## config.mk

```make
export PLATFORM = sky130hd
export DESIGN_NAME = alu_pipe
export DESIGN_NICKNAME = d
export VERILOG_FILES = /design/src/rtl/alu_pipe.sv
export SDC_FILE = /design/constraint.sdc
export NUM_CORES = 1
export LEC_CHECK = 0
export CAP_MARGIN = 25
export CORE_ASPECT_RATIO = 1.5
export CORE_UTILIZATION = 40
export CTS_CLUSTER_SIZE = 20
export DETAILED_ROUTE_END_ITERATION = 16
export RECOVER_POWER = 50
export SLEW_MARGIN = 20
export SYNTH_ARGS = -nofsm -noshare
export SYNTH_HDL_FRONTEND = slang
export SYNTH_SLANG_ARGS = --single-unit
```

## constraint.sdc

```tcl
create_clock -name clk -period 5.35 [get_ports clk]
set_clock_uncertainty 0.1 [all_clocks]
set_input_delay 1.07 -clock clk [delete_from_list [all_inputs] [get_ports clk]]
set_output_delay 1.07 -clock clk [all_outputs]
set_load 0.01 [all_outputs]
```

## src/rtl/alu_pipe.sv

```systemverilog
`default_nettype none
// +--------------------------------------------------------------------------+
// | Module   : alu_pipe                                                      |
// | Purpose  : Pipelined N-bit ALU with valid/ready on both sides. One       |
// |            operation per cycle. Result, flags and a pass-through tag     |
// |            leave STAGES register stages later. Backpressure from the     |
// |            consumer collapses bubbles upstream before stalling the input.|
// | Ports    : clk, rst              - clock, synchronous active-high reset  |
// |            in_valid/in_ready     - request handshake                     |
// |            in_a, in_b, in_op     - operands and opcode                   |
// |            in_tag                - caller tag, returned with the result  |
// |            out_valid/out_ready   - response handshake                    |
// |            out_y                 - result                                |
// |            out_zero/carry/ovf    - status flags                          |
// |            out_tag               - tag of this response                  |
// |            txn_count             - completed output handshakes (wraps)   |
// | Revision : 1.0 - initial release                                         |
// +--------------------------------------------------------------------------+
module alu_pipe #(
    parameter int N      = 16,
    parameter int STAGES = 2,
    parameter int TAG_W  = 8
) (
    input  logic             clk,
    input  logic             rst,
    input  logic             in_valid,
    output logic             in_ready,
    input  logic [N-1:0]     in_a,
    input  logic [N-1:0]     in_b,
    input  logic [2:0]       in_op,
    input  logic [TAG_W-1:0] in_tag,
    output logic             out_valid,
    input  logic             out_ready,
    output logic [N-1:0]     out_y,
    output logic             out_zero,
    output logic             out_carry,
    output logic             out_ovf,
    output logic [TAG_W-1:0] out_tag,
    output logic [31:0]      txn_count
);

    localparam int SHW = $clog2(N);
    // Stage payload layout: {tag, ovf, carry, zero, y}
    localparam int DW  = TAG_W + 3 + N;

    localparam logic [2:0] c_OP_ADD = 3'd0;
    localparam logic [2:0] c_OP_SUB = 3'd1;
    localparam logic [2:0] c_OP_AND = 3'd2;
    localparam logic [2:0] c_OP_OR  = 3'd3;
    localparam logic [2:0] c_OP_XOR = 3'd4;
    localparam logic [2:0] c_OP_SHL = 3'd5;
    localparam logic [2:0] c_OP_SHR = 3'd6;
    localparam logic [2:0] c_OP_SLT = 3'd7;

    // ------------------------------------------------------------------
    // ALU datapath (combinational, feeds stage 0)
    // ------------------------------------------------------------------
    logic [N:0]   w_sum;
    logic [N-1:0] w_diff;
    logic [N-1:0] w_y;
    logic         w_carry;
    logic         w_ovf;
    logic         w_zero;
    logic [DW-1:0] w_res;

    always_comb begin
        w_sum   = {1'b0, in_a} + {1'b0, in_b};
        w_diff  = in_a - in_b;
        w_y     = '0;
        w_carry = 1'b0;
        w_ovf   = 1'b0;
        case (in_op)
            c_OP_ADD: begin
                w_y     = w_sum[N-1:0];
                w_carry = w_sum[N];
                w_ovf   = (in_a[N-1] == in_b[N-1]) && (w_sum[N-1] != in_a[N-1]);
            end
            c_OP_SUB: begin
                w_y     = w_diff;
                // Borrow: the unsigned subtraction wrapped below zero
                w_carry = (in_a < in_b);
                w_ovf   = (in_a[N-1] != in_b[N-1]) && (w_diff[N-1] != in_a[N-1]);
            end
            c_OP_AND: w_y = in_a & in_b;
            c_OP_OR:  w_y = in_a | in_b;
            c_OP_XOR: w_y = in_a ^ in_b;
            // Only the low log2(N) bits of b form the shift amount
            c_OP_SHL: w_y = in_a << in_b[SHW-1:0];
            c_OP_SHR: w_y = in_a >> in_b[SHW-1:0];
            c_OP_SLT: w_y = {{(N-1){1'b0}}, ($signed(in_a) < $signed(in_b))};
            default:  w_y = '0;
        endcase
        w_zero = (w_y == '0);
    end

    assign w_res = {in_tag, w_ovf, w_carry, w_zero, w_y};

    // ------------------------------------------------------------------
    // Pipeline control
    // ------------------------------------------------------------------
    logic [STAGES-1:0] r_v;
    logic [DW-1:0]     r_d [STAGES];
    logic [STAGES-1:0] w_load;
    logic [STAGES-1:0] w_src_v;
    logic [DW-1:0]     w_src_d [STAGES];
    logic              w_cons;

    // Walk from the output back to the input. A stage may load when it is
    // empty or when it is handing its contents downstream this cycle; the
    // latter reduces to "the stage below can load", so the running term
    // is simply OR-ed with the stage's own emptiness.
    always_comb begin
        logic room;
        w_load = '0;
        room   = out_ready;
        for (int k = STAGES - 1; k >= 0; k--) begin
            room      = !r_v[k] || room;
            w_load[k] = room;
        end
    end

    assign w_src_v[0] = in_valid;
    assign w_src_d[0] = w_res;

    generate
        for (genvar k = 1; k < STAGES; k++) begin : g_stage
            assign w_src_v[k] = r_v[k-1];
            assign w_src_d[k] = r_d[k-1];
        end
    endgenerate

    // Data is loaded together with the valid bit even when the source is
    // a bubble; empty stage data is don't-care, and the last stage only
    // changes when it is allowed to, which keeps held outputs stable.
    always_ff @(posedge clk) begin
        if (rst) begin
            r_v <= '0;
            for (int k = 0; k < STAGES; k++) begin
                r_d[k] <= '0;
            end
        end else begin
            for (int k = 0; k < STAGES; k++) begin
                if (w_load[k]) begin
                    r_v[k] <= w_src_v[k];
                    r_d[k] <= w_src_d[k];
                end
            end
        end
    end

    // ------------------------------------------------------------------
    // Transaction counter
    // ------------------------------------------------------------------
    logic [31:0] r_txn;

    assign w_cons = r_v[STAGES-1] && out_ready;

    always_ff @(posedge clk) begin
        if (rst) begin
            r_txn <= '0;
        end else if (w_cons) begin
            r_txn <= r_txn + 32'd1;
        end
    end

    // ------------------------------------------------------------------
    // Outputs
    // ------------------------------------------------------------------
    assign in_ready  = w_load[0];
    assign out_valid = r_v[STAGES-1];
    assign {out_tag, out_ovf, out_carry, out_zero, out_y} = r_d[STAGES-1];
    assign txn_count = r_txn;

endmodule
`default_nettype wire

```

==> out/qor.txt <==
Overall Power: 1.88 mW
TritonRoute pass-1 iters: 5
Setup Viol. Count Final: 0
Routed length on met3: 904 um
Root buffer cell: clkbuf_16
Placed cells: 1192
Gp weighted congestion: 1.02
CTS buffer count: 9
CTS tree: built
Worst min path class: flip-flop to flip-flop
Layout area overhead: 20.8%
Synth Area in XOR/XNOR: 4.11%
Seq pwr share: 40.5%
Initial core utilization: 41.3%
DP Worst Slack: 451 ps
Final Cell Area: 0.00902 mm2
Yosys reg bits: 88
Met1 WL: 9020 um
Post-synth EDFFs: 54
Pleak: 3.83 nW
Setup_tns: 0 ps
CP Capture Type: flip-flop
Final setup margin: 775 ps
Cell Int Power: 1.29 mW
Relative slew slack: -3.93%
Crit start category: input port
Drt drc: 0
# diodes: 0
Warnings from Yosys: 0
Detailed-route wire length per cell: 19.8 um
WL final: 23900 um
Final Hold Fails: 0
Fmax: 219 MHz
# Post-CTS Setup Buffers: 0
Dpl cell area: 0.00876 mm2
CTS sink count: 88
Failing checks: capacitance limit, slew limit
Grt total ovfl: 0
Pwr Density: 209 mW/mm2
Initial antenna violation count: 0
Fin util: 49.9%
Top Ports: 108
Cells after synthesis: 869
Worst EP arrival: 4640 ps
RSZ-0062 raised after global routing: false
Mux cell area share after synthesis: 7.91%
Sequential fraction of the synthesis area: 30.8%
DRT iter0 DRCs: 635
Synth Area in Compound Gates: 19.0%
WS Path Type: input port to flip-flop
Yosys cell types: 80
Nets: 1054
Row Count: 60
Asr flop ratio synth: 0%
CP max FO: 5
Avg Inst Size Synth: 8.59 um2
Post-DRT Antenna Nets: 0
Synth Area in Simple Gates: 21.6%
Via/cell ratio: 5.72
Max Used Layer: met4
Final slew viol count: 39
Core area: 0.0181 mm2
Top_reg_cell synth: edfxtp_1
H-tree depth: 3
Clock Power Share: 30.3%
CP required: 5420 ps
DP Wirelength: 18900 um
Peak supply drop: 126 uV
Worst-path clk slew: 70 ps
Die area: 0.0192 mm2
Adder-Cell Fraction of Synth Area: 9.05%
Final period utilization: 85.5%
P_sw: 0.591 mW
Post-Syn Area: 0.00747 mm2
Hold WS: 386 ps
Routed wl met2: 11600 um
Logic pwr share: 29.2%
First-pass GRT wire length: 36600 um
Tmin final: 4570 ps
Port buffer count: 107
Largest buffer count on any clock path: 2
Sw frac: 31.4%
Share of cells above drive strength 1: 8.85%
Total GRT Usage: 25.1%
Post-CTS Hold Buffers: 0
Largest net degree at the start of global routing: 45
Post-CTS Resized: 0
Routed vias: 6911
Final cell count without fillers: 1208
Syn Nets: 968
Die Ht: 169 um
Slew @ Worst Pin: 1560 ps
Vias in the first global route: 6628
Die X: 114 um
Status: finished, violations left
Clk_lat worst skew: 340 ps
Largest family of logic cells by synthesized area: simple AND/OR/NAND/NOR gates
Max-cap violation count: 1
cell usage in the layout, fill, tap and decap left out, types with 35 or more instances in the layout:
master,netlist,final
nand2_1,54,54
ha_1,50,50
edfxtp_1,54,54
buf_4,25,37
mux2i_1,35,35
clkdlybuf4s50_1,0,45
nor2_1,98,98
inv_1,44,44
a21oi_1,43,43
dlygate4sd3_1,0,61
and2_1,45,45
final timing paths:
kind                              start                          to  slack (ps)  cells past startpoint
max                             in_a[0]    r_d[0][16]$_SDFFCE_PN0P_         780                     12
min          txn_count[31]$_SDFFE_PP0P_  txn_count[31]$_SDFFE_PP0P_         390                      2
max reg2reg         r_v[1]$_SDFFE_PP0P_  txn_count[31]$_SDFFE_PP0P_        2600                      7
min reg2reg  txn_count[31]$_SDFFE_PP0P_  txn_count[31]$_SDFFE_PP0P_         390                      2
cells in the mapped netlist, types with 8 or more instances:
master	number	share of area, %
a211oi_1	13	1.3
a22oi_1	14	1.4
nand4_1	14	1.2
buf_4	25	2.5
inv_1	44	2.2
nand3_1	22	1.5
nand2_1	54	2.7
nor2_1	98	4.9
xor2_1	28	3.3
nand2b_1	9	0.75
o22ai_1	18	1.5
dfxtp_1	34	9.1
a21oi_1	43	2.9
clkbuf_1	37	1.9
mux2i_1	35	4.7
edfxtp_1	54	22
nor3_1	23	1.5
ha_1	50	8.4
nor2b_1	9	0.75
o211ai_1	11	1.1
o21ai_0	34	2.3
and2_1	45	3.8
mux2_2	8	1.2
and3_1	11	0.92
metal layers:
layer	vias up	GRT usage [%]
met3	86	2.04
met5	-	0
met2	264	42.8
li1	3310	-
met4	0	24.2
met1	3251	27.1
flip-flops by register name, summed over array words and instances (netlist names):
name,cells
txn_count,32
r_v,2
r_d,54
logic make-up after synthesis:
family / count (synthesis)
xor+xnor: 35
buf+inv: 119
mux: 51
compound gates: 205
flops: 88
fa+ha+maj: 53
simple gates: 318
layout make-up:
cell class	instances	area [um2]
Clock buffer	9	225
Clock inverter	7	47.5
Fill cell	1767	9070
Inverter	47	176
Multi-Input combinational cell	662	4600
Sequential cell	88	2300
Tap cell	248	310
Timing Repair Buffer	147	1360
critical path, cell delays in order:
cell and delay, ps:
clkdlybuf4s50_1 500, ha_1 310, fa_1 440, a21o_1 210
a221o_2 450, a2111oi_4 390, nor4_2 130, nor3_4 230
mux2_4 210, nand3_2 60, or4_4 520, nor4_2 130
power groups by stage:
stage	sequential (mW)	combinational, mW	clock [mW]
5_1_grt	0.767	0.590	0.608
3_3_place_gp	0.779	0.549	0
3_5_place_dp	0.779	0.547	0
6_report	0.763	0.550	0.570
4_1_cts	0.765	0.550	0.583
2_1_floorplan	0.777	0.349	0
No activity file was read; power rests on OpenSTA's default activity.
